$ cat src/rtl/game_pkg.sv
// Shared types and seven-segment tables for the game controller and its displays.
package game_pkg;

    typedef enum logic [2:0] {
        S_IDLE,
        S_RUN,
        S_PAUSE,
        S_INTERMISSION,
        S_DONE
    } state_t;

    localparam logic [6:0] SEG_BLANK = 7'h7F;

    // Active-low gfedcba patterns; the leftmost entry is digit 9, the rightmost digit 0.
    localparam logic [9:0][6:0] SEG_DIGITS = {
        7'h10, 7'h00, 7'h78, 7'h02, 7'h12,
        7'h19, 7'h30, 7'h24, 7'h79, 7'h40
    };

    function automatic logic [6:0] seg_pattern(input logic [3:0] value);
        if (value > 4'd9) begin
            return SEG_BLANK;
        end
        return SEG_DIGITS[value];
    endfunction

endpackage

$ cat src/rtl/game_controller_if.sv
// Handshake between the game controller and the round timer.
interface game_controller_if;
    logic one_second_pulse;
    logic game_finished;
    logic timer_restart;
    logic timer_run;

    modport master (
        input  one_second_pulse,
        input  game_finished,
        output timer_restart,
        output timer_run
    );

    modport slave (
        output one_second_pulse,
        output game_finished,
        input  timer_restart,
        input  timer_run
    );
endinterface

$ cat src/rtl/seg7_decoder.sv
// Binary digit to active-low seven-segment pattern; blank forces all segments off.
module seg7_decoder
    import game_pkg::*;
(
    input  logic [3:0] value,
    input  logic       blank,
    output logic [6:0] seg
);
    assign seg = blank ? SEG_BLANK : seg_pattern(value);
endmodule

$ cat src/rtl/game_controller.sv
// Round sequencing for a timed game: start/pause buttons, intermission gap, round display.
module game_controller
    import game_pkg::*;
#(
    parameter int ROUNDS         = 3,
    parameter int INTERMISSION_S = 5
) (
    input  logic               clk,
    input  logic               rst,
    input  logic               start_n,
    input  logic               pause_n,
    game_controller_if.master  tif,
    output logic [3:0]         round_num,
    output logic               game_over,
    output logic [6:0]         HEX5
);

    localparam logic [3:0] LAST_ROUND = 4'(ROUNDS);
    localparam logic [3:0] GAP_LOAD   = 4'(INTERMISSION_S);

    logic [1:0] btn_n;
    logic [1:0] btn_evt;
    logic [2:0] arm_reg;
    logic       fin_prev_reg;
    logic       start_evt;
    logic       pause_evt;
    logic       fin_evt;

    state_t     state_reg;
    logic [3:0] round_reg;
    logic [3:0] gap_reg;
    logic       run_reg;
    logic       restart_reg;
    logic       over_reg;

    assign btn_n = {pause_n, start_n};

    // Button edges are only trusted once the pipeline holds real pin samples, so a
    // button held down across reset release must be let go before it can fire.
    always_ff @(posedge clk or negedge rst) begin
        if (!rst) begin
            arm_reg <= 3'b000;
        end else begin
            arm_reg <= {arm_reg[1:0], 1'b1};
        end
    end

    generate
        for (genvar gi = 0; gi < 2; gi++) begin : g_btn
            logic [1:0] sync_reg;
            logic       prev_reg;
            logic       evt_reg;

            always_ff @(posedge clk or negedge rst) begin
                if (!rst) begin
                    sync_reg <= 2'b11;
                    prev_reg <= 1'b1;
                    evt_reg  <= 1'b0;
                end else begin
                    sync_reg <= {sync_reg[0], btn_n[gi]};
                    prev_reg <= sync_reg[1];
                    evt_reg  <= arm_reg[2] & prev_reg & ~sync_reg[1];
                end
            end

            assign btn_evt[gi] = evt_reg;
        end
    endgenerate

    assign start_evt = btn_evt[0];
    assign pause_evt = btn_evt[1];

    always_ff @(posedge clk or negedge rst) begin
        if (!rst) begin
            fin_prev_reg <= 1'b0;
        end else begin
            fin_prev_reg <= tif.game_finished;
        end
    end

    assign fin_evt = tif.game_finished & ~fin_prev_reg;

    always_ff @(posedge clk or negedge rst) begin
        if (!rst) begin
            state_reg   <= S_IDLE;
            round_reg   <= 4'd0;
            gap_reg     <= 4'd0;
            run_reg     <= 1'b0;
            restart_reg <= 1'b0;
            over_reg    <= 1'b0;
        end else begin
            restart_reg <= 1'b0;
            case (state_reg)
                S_IDLE, S_DONE: begin
                    if (start_evt) begin
                        state_reg   <= S_RUN;
                        round_reg   <= 4'd1;
                        run_reg     <= 1'b1;
                        restart_reg <= 1'b1;
                        over_reg    <= 1'b0;
                    end
                end
                S_RUN: begin
                    // A round ending takes priority over a pause arriving in the same cycle.
                    if (fin_evt) begin
                        run_reg <= 1'b0;
                        if (round_reg == LAST_ROUND) begin
                            state_reg <= S_DONE;
                            over_reg  <= 1'b1;
                        end else begin
                            state_reg <= S_INTERMISSION;
                            gap_reg   <= GAP_LOAD;
                        end
                    end else if (pause_evt) begin
                        state_reg <= S_PAUSE;
                        run_reg   <= 1'b0;
                    end
                end
                S_PAUSE: begin
                    if (pause_evt) begin
                        state_reg <= S_RUN;
                        run_reg   <= 1'b1;
                    end
                end
                S_INTERMISSION: begin
                    if (start_evt || gap_reg == 4'd0) begin
                        state_reg   <= S_RUN;
                        round_reg   <= round_reg + 4'd1;
                        gap_reg     <= 4'd0;
                        run_reg     <= 1'b1;
                        restart_reg <= 1'b1;
                    end else if (tif.one_second_pulse) begin
                        gap_reg <= gap_reg - 4'd1;
                    end
                end
                default: begin
                    state_reg <= S_IDLE;
                    round_reg <= 4'd0;
                    gap_reg   <= 4'd0;
                    run_reg   <= 1'b0;
                    over_reg  <= 1'b0;
                end
            endcase
        end
    end

    assign tif.timer_run     = run_reg;
    assign tif.timer_restart = restart_reg;
    assign round_num         = round_reg;
    assign game_over         = over_reg;

    seg7_decoder u_hex5 (
        .value (round_reg),
        .blank (round_reg == 4'd0),
        .seg   (HEX5)
    );

endmodule

$ cat src/flat_wrapper.sv
// flat-port wrapper written by rule: the top's interface ports become plain ports
module game_controller_flat import game_pkg::*;
#(
    parameter int ROUNDS         = 3,
    parameter int INTERMISSION_S = 5
)
  (clk, rst, start_n, pause_n, round_num, game_over, HEX5, tif_one_second_pulse, tif_game_finished, tif_timer_restart, tif_timer_run);
  game_controller_if tif_i ();
  input  logic clk;
  input  logic rst;
  input  logic start_n;
  input  logic pause_n;
  output logic [3:0] round_num;
  output logic game_over;
  output logic [6:0] HEX5;
  input wire logic [$bits(tif_i.one_second_pulse)-1:0] tif_one_second_pulse;
  input wire logic [$bits(tif_i.game_finished)-1:0] tif_game_finished;
  output wire logic [$bits(tif_i.timer_restart)-1:0] tif_timer_restart;
  output wire logic [$bits(tif_i.timer_run)-1:0] tif_timer_run;
  assign tif_i.one_second_pulse = tif_one_second_pulse;
  assign tif_i.game_finished = tif_game_finished;
  assign tif_timer_restart = tif_i.timer_restart;
  assign tif_timer_run = tif_i.timer_run;
  game_controller #(.ROUNDS(ROUNDS), .INTERMISSION_S(INTERMISSION_S)) u_core (.clk(clk), .rst(rst), .start_n(start_n), .pause_n(pause_n), .tif(tif_i), .round_num(round_num), .game_over(game_over), .HEX5(HEX5));
endmodule
$ cat config.mk
export PLATFORM = sky130hd
export DESIGN_NAME = game_controller_flat
export DESIGN_NICKNAME = d
export VERILOG_FILES = /design/src/rtl/game_pkg.sv /design/src/rtl/game_controller_if.sv /design/src/rtl/seg7_decoder.sv /design/src/rtl/game_controller.sv /design/src/flat_wrapper.sv
export SDC_FILE = /design/constraint.sdc
export NUM_CORES = 1
export LEC_CHECK = 0
export CORE_UTILIZATION = 55
export CTS_CLUSTER_DIAMETER = 150
export DETAILED_ROUTE_END_ITERATION = 12
export PLACE_DENSITY_LB_ADDON = 0.1
export SYNTH_ARGS = -nofsm -noshare
export SYNTH_HDL_FRONTEND = slang
export SYNTH_SLANG_ARGS = --single-unit
$ cat constraint.sdc
create_clock -name clk -period 3.8 [get_ports clk]
set_clock_uncertainty 0.1 [all_clocks]
set_input_delay 0.38 -clock clk [delete_from_list [all_inputs] [get_ports clk]]
set_output_delay 0.38 -clock clk [all_outputs]
set_load 0.01 [all_outputs]
==> results.sh, run 1 <==
export IMPL_layout_common_cells="dfrtp_1 (20), clkdlybuf4s50_1 (19), nor2_1 (15)"
export IMPL_drive_gt1_share_pct=9.64
export IMPL_drv_slew=0
export IMPL_die_h_microns=52.9
export IMPL_vias=1156
export IMPL_gp_congestion=0.821
export IMPL_synthTopCellsByArea="dfrtp_1 (35%), dfstp_2 (11%), ha_1 (6.1%), nor2_1 (4.0%), nand2_1 (3.4%)"
export IMPL_wl_microns=2890
export IMPL_start_util_pct=58.1
export IMPL_drv_cap=0
export IMPL_fillCellCount=203
export IMPL_critPathMaxStageDelay_ns=0.50
export IMPL_crit_arrival_ns=2.38
export IMPL_wl_per_cell_microns=14.7
export IMPL_die_w_microns=52.9
export IMPL_worstPathMaxFanout=8
export IMPL_h_tree_depth=1
export IMPL_io_pins=20
export IMPL_status="finished, final reports clean"
export IMPL_netlist_area_sq_mm=0.00143
export IMPL_final_common_cell="dfrtp_1"
export IMPL_worstPathRequired_ns=3.32
export IMPL_min_period_ns=2.86
export IMPL_ys_flop_type="dfrtp_1"
export IMPL_crit_family="buffers and inverters"
export IMPL_hold_path_cell_count=0
export IMPL_async_flop_share_pct=100
export IMPL_start_kind="flop"
export IMPL_hpwl_microns=2020
export IMPL_viasPerCell=5.90
export IMPL_fp_row_count=18
export IMPL_core_sq_mm=0.00245
export IMPL_power_leakage_nw=0.733
export IMPL_ys_warn_count=0
export IMPL_clock_sinks=26
export IMPL_path_cells="inv_1 -> ha_1 -> nor2_1 -> o21a_1 -> a21oi_1 -> o21ai_0 -> clkdlybuf4s50_1"
export IMPL_synthToLayoutAreaGrowth_pct=17.2
export IMPL_critPathKind="flop to output port"
export IMPL_die_area_sq_mm=0.00280
export IMPL_grt_pass1_wl_microns=4790
export IMPL_synth_largest_area_cell="dfrtp_1"
export IMPL_fin_nets=180
export IMPL_ir_drop_mv=0.624
export IMPL_synth_avg_cell_area_sq_um=9.56
export IMPL_power_mw=1.28
export IMPL_grt_pass1_vias=1015
export IMPL_finalHoldViolCount=0
export IMPL_rsz0062_at_grt="no"
export IMPL_grt_max_degree=26
export IMPL_antenna_cells=0
export IMPL_synth_top_area_share_pct=35.1
export IMPL_slowest_stage="clkdlybuf4s50_1"
export IMPL_cts_resized=0
export IMPL_cts_root_buf="clkbuf_4"
export IMPL_synth_seq_area_share_pct=46.2
export IMPL_met2WireLength_microns=1390
export IMPL_drt_iter0_drc=19
export IMPL_tns_ns=0
export IMPL_grt_usage_pct=24.3
export IMPL_critical_path_depth=7
export IMPL_fmax_mhz=349
export IMPL_finalCritPeriodShare_pct=75.4
export IMPL_path_clk_slew_ns=0.15
export IMPL_synth_cell_types=46
export IMPL_highest_layer="met4"
export IMPL_first_pass_iters=4
export IMPL_cts_tree="yes"
export IMPL_power_density_mw_per_mm2=769
export IMPL_reg2regPathDepth=3
export IMPL_setup_viol=0
export IMPL_drt_met1_wl_microns=1360
export IMPL_relSlewSlack_pct=27.1
export IMPL_end_kind="output port"
export IMPL_ys_ff_latch=26
export IMPL_syn_inst=149
export IMPL_antenna_found_initial=0
export IMPL_cts_buffers=3
export IMPL_worstSkewPairLatency_ns=0.33
export IMPL_io_buffers=19
export IMPL_grt_ovfl_total=0
export IMPL_synth_edf_count=0
export IMPL_cts_setup_buffers=0
export IMPL_hp_class="flop to flop"
export IMPL_path_buf_inv=2
export IMPL_drcViolationCount=0
export IMPL_holdBufCountCts=0
export IMPL_clockBufferDepth=2
export IMPL_dr_wl_met3_microns=92
export IMPL_syn_nets=162
export IMPL_worst_pin_slew_ns=1.09
export IMPL_antenna_left=0
[synth_stat cells (2+ instances only)]
library cell   n
dfrtp_1       20
nor2_1        15
nand2_1       13
inv_1         12
ha_1           7
a21oi_1        6
dfstp_2        6
o21ai_0        6
nor3_1         5
nor2b_1        4
o21ai_1        4
clkbuf_1       3
nor4_1         3
o2111ai_1      3
o22ai_1        3
a21o_1         2
a31oi_1        2
and3_1         2
buf_6          2
nand3b_1       2
o211ai_1       2
or3_1          2
xor2_1         2
[cell type report]
class / instances / area, sq um / share of cell area (%)
repair buffers: 20 / 198 / 11.8
clock inverters: 1 / 30.0 / 1.80
well taps: 30 / 37.5 / 2.25
multi-input cells: 104 / 679 / 40.7
flip-flops and latches: 26 / 658 / 39.4
clock buffers: 3 / 22.5 / 1.35
inverters: 12 / 45.0 / 2.70
[power by group]
part	total, mW	internal (mW)	leakage, nW	switching, mW
sequential	0.464	0.340	0.314	0.123
clock	0.189	0.107	0.0279	0.0819
combinational	0.632	0.330	0.391	0.303
[metrics by stage]
step | setup WS (ns) | instance area (sq um) | hold WS, ns | cells | util, %
finish | 0.936 | 1670 | 0.250 | 196 | 68.0
global route | 0.769 | 1670 | 0.254 | 196 | 68.0
CTS | 0.950 | 1670 | 0.252 | 196 | 68.0
detailed placement | 1.33 | 1620 | 0.240 | 192 | 65.9
global placement | 1.43 | 1620 | 0.235 | 192 | 65.9
floorplan | 1.89 | 1430 | -0.0156 | 149 | -
[cells by family (layout without fill, tap and decap cells)]
family / after synthesis / count (layout) / share of synthesized area (%)
AO/OA/AOI/OAI: 41 / 41 / 20.4
XOR/XNOR: 2 / 2 / 1.23
adder cells (fa/ha/maj): 7 / 7 / 6.15
buffers and inverters: 19 / 36 / 6.14
flip-flops: 26 / 26 / 46.2
other: 1 / 1 / 0.263
AND/OR/NAND/NOR: 53 / 53 / 19.7
[path summary, 6_finish.rpt]
path / endpoint / start / slack [ns]
setup / recovery: HEX5[3] / u_core.round_num[0] / 0.94
hold / removal: u_core.g_btn[0].sync_reg[1] / u_core.g_btn[0].sync_reg[0] / 0.25
setup reg to reg: u_core.gap_reg[1] / u_core.state_reg[1] / 1.84
hold reg to reg: u_core.g_btn[0].sync_reg[1] / u_core.g_btn[0].sync_reg[0] / 0.25
max in group asynchronous: u_core.g_btn[1].sync_reg[1] / rst / 2.33
min in group asynchronous: u_core.state_reg[1] / rst / 0.51
[layer usage]
| metal | track usage [%] | up-vias |
|---|---|---|
| met3 | 4.31 | 6 |
| met4 | 7.89 | 0 |
| met2 | 39.7 | 30 |
| met5 | 0 | - |
| met1 | 32.5 | 562 |
| li1 | - | 558 |
Note: power is estimated with default switching activity, not from simulation.
==> inputs of run 2 (changes only) <==
--- a/config.mk
+++ b/config.mk
@@ -5,7 +5,7 @@
 export SDC_FILE = /design/constraint.sdc
 export NUM_CORES = 1
 export LEC_CHECK = 0
-export CORE_UTILIZATION = 55
+export CORE_UTILIZATION = 48
 export CTS_CLUSTER_DIAMETER = 150
 export DETAILED_ROUTE_END_ITERATION = 12
 export PLACE_DENSITY_LB_ADDON = 0.1
==> constraint.sdc (replaced) <==
create_clock -name clk -period 2.4 [get_ports clk]
set_clock_uncertainty 0.1 [all_clocks]
set_input_delay 0.24 -clock clk [delete_from_list [all_inputs] [get_ports clk]]
set_output_delay 0.24 -clock clk [all_outputs]
set_load 0.01 [all_outputs]
==> results.sh, run 2 (synthesized netlist as in run 1, its figures left out) <==
export IMPL_status="finished, final reports clean"
export IMPL_highest_layer="met4"
export IMPL_drive_gt1_share_pct=16.1
export IMPL_reg2regPathDepth=7
export IMPL_ir_drop_mv=0.811
export IMPL_dr_wl_met3_microns=131
export IMPL_core_sq_mm=0.00278
export IMPL_switchingPower_mw=0.808
export IMPL_finalInstanceArea_sq_mm=0.00174
export IMPL_drt_met1_wl_microns=1300
export IMPL_vias=1158
export IMPL_grt_max_degree=27
export IMPL_p_clk_share_pct=14.6
export IMPL_grt_pass1_wl_microns=4990
export IMPL_gp_congestion=0.831
export IMPL_antenna_cells=0
export IMPL_place_ws_ns=0.129
export IMPL_met2WireLength_microns=1300
export IMPL_power_leakage_nw=0.806
export IMPL_grt_pass1_vias=1168
export IMPL_fp_row_count=19
export IMPL_drv_slew=0
export IMPL_worstPathMaxFanout=4
export IMPL_io_pins=20
export IMPL_placed_area_sq_mm=0.00165
export IMPL_rsz0062_at_grt="no"
export IMPL_crit_family="buffers and inverters"
export IMPL_hpwl_microns=2020
export IMPL_h_tree_depth=1
export IMPL_drcViolationCount=0
export IMPL_die_w_microns=56.5
export IMPL_worstSkewPairLatency_ns=0.33
export IMPL_antenna_found_initial=0
export IMPL_crit_arrival_ns=1.95
export IMPL_viasPerCell=5.65
export IMPL_reg2reg_from="u_core.round_num[0]"
export IMPL_fmax_mhz=436
export IMPL_power_mw=2.05
export IMPL_io_buffers=19
export IMPL_layout_common_cells="dfrtp_1 (20), nor2_1 (15), nand2_1 (13)"
export IMPL_holdBufCountCts=0
export IMPL_clock_sinks=26
export IMPL_worstPathRequired_ns=2.06
export IMPL_start_kind="flop"
export IMPL_cts_buffers=3
export IMPL_die_h_microns=56.5
export IMPL_grt_usage_pct=19.8
export IMPL_power_density_mw_per_mm2=1180
export IMPL_power_share_switching_pct=39.5
export IMPL_grt_ovfl_total=0
export IMPL_path_buf_inv=3
export IMPL_path_clk_slew_ns=0.15
export IMPL_start_util_pct=51.2
export IMPL_min_period_ns=2.29
export IMPL_critPathKind="flop to output port"
export IMPL_finalHoldViolCount=0
export IMPL_end_kind="output port"
export IMPL_wl_microns=2810
export IMPL_fin_ws_ns=0.106
export IMPL_final_common_cell="dfrtp_1"
export IMPL_ff2ff_setup_slack_ns=0.36
export IMPL_clockBufferDepth=2
export IMPL_power_frac_seq_pct=32.2
export IMPL_setup_viol=0
export IMPL_timing_rr_end="u_core.gap_reg[2]"
export IMPL_wl_per_cell_microns=13.7
export IMPL_fin_nets=188
export IMPL_die_area_sq_mm=0.00319
export IMPL_crit_top_cell="buf_4"
export IMPL_slowest_stage="dfrtp_1"
export IMPL_cts_root_buf="clkbuf_4"
export IMPL_first_pass_iters=4
export IMPL_cts_tree="yes"
export IMPL_tns_ns=0
export IMPL_synthToLayoutAreaGrowth_pct=22.1
export IMPL_internal_power_mw=1.24
export IMPL_antenna_left=0
export IMPL_critPathMaxStageDelay_ns=0.40
export IMPL_finalCritPeriodShare_pct=95.6
export IMPL_drv_cap=0
export IMPL_drt_iter0_drc=44
export IMPL_pwr_share_comb_pct=53.3
export IMPL_hp_class="primary input to async pin"
export IMPL_path_cells="buf_4 -> ha_2 -> nor2_1 -> o21a_1 -> a21oi_2 -> buf_4 -> o21ai_0 -> dlygate4sd2_1"
## run 2: changes by cell type in the layout (fill, tap and decap cells not counted), moves of 2 or more
| cell | before | now |
|---|---|---|
| buf_4 | 1 | 9 |
| inv_2 | 0 | 2 |
| inv_1 | 12 | 10 |
| dlygate4sd2_1 | 0 | 4 |
| clkdlybuf4s50_1 | 19 | 12 |
| dlymetal6s2s_1 | 0 | 3 |
## run 2: power by group through the flow
stage / Combinational, mW / Clock (mW) / Sequential (mW)
final: 1.09 / 0.298 / 0.658
after global routing: 1.21 / 0.319 / 0.673
after CTS: 1.10 / 0.310 / 0.656
after detailed placement: 1.10 / 0 / 0.668
after global placement: 1.08 / 0 / 0.658
after floorplan: 0.688 / 0 / 0.646
## run 2: cell type report
class | instances | area [sq um]
timing repair buffer | 28 | 260
tap | 31 | 38.8
clock inverter | 1 | 30.0
fill | 243 | 1040
multi-input combinational | 104 | 686
clock buffer | 3 | 22.5
inverter | 12 | 45.0
sequential | 26 | 658
## run 2: timing repair
action,CTS,global route
resized for setup,5,6
cloned,0,0
setup endpoints to repair,6,7
setup buffers,4,0
## run 2: stage by stage
stage	hold slack [ns]	utilization (%)	cells
floorplan	-0.156	-	149
global route	0.194	62.6	205
finish	0.156	62.6	205
global placement	0.236	59.3	197
detailed placement	0.239	59.3	197
CTS	0.162	62.2	205
## run 2: worst max path at each step
stage	startpoint	endpoint	slack, ns	cells past startpoint
after CTS	u_core.round_num[1]	HEX5[1]	0.02	7
after global placement	u_core.round_num[0]	HEX5[3]	0.21	7
final	u_core.round_num[0]	HEX5[3]	0.11	8
after global routing	u_core.round_num[1]	HEX5[5]	0.0002	8
after floorplan	u_core.round_num[0]	u_core.state_reg[1]	0.63	5
after detailed placement	u_core.round_num[0]	HEX5[3]	0.13	7
## run 2: layer usage
metal  track usage, %  up-vias
met4             9.06        0
met2             33.4       36
met1             24.9      541
met3             2.76        8
met5                0        -
li1                 -      573
## run 2: worst register-to-register path, stage by stage (launching register included)
cell	delay, ns
dfrtp_1	0.42
buf_4	0.15
buf_4	0.14
ha_1	0.22
or3b_4	0.26
a21boi_4	0.06
o32a_2	0.37
o22a_1	0.20
==> inputs of run 3 (changes only) <==
--- a/config.mk
+++ b/config.mk
@@ -8,6 +8,7 @@
 export CORE_UTILIZATION = 48
 export CTS_CLUSTER_DIAMETER = 150
 export DETAILED_ROUTE_END_ITERATION = 12
+export GPL_ROUTABILITY_DRIVEN = 0
 export PLACE_DENSITY_LB_ADDON = 0.1
 export SYNTH_ARGS = -nofsm -noshare
 export SYNTH_HDL_FRONTEND = slang
==> results of run 3 <==
Same layout as run 2: the final DEF is identical, and so are final timing and power.
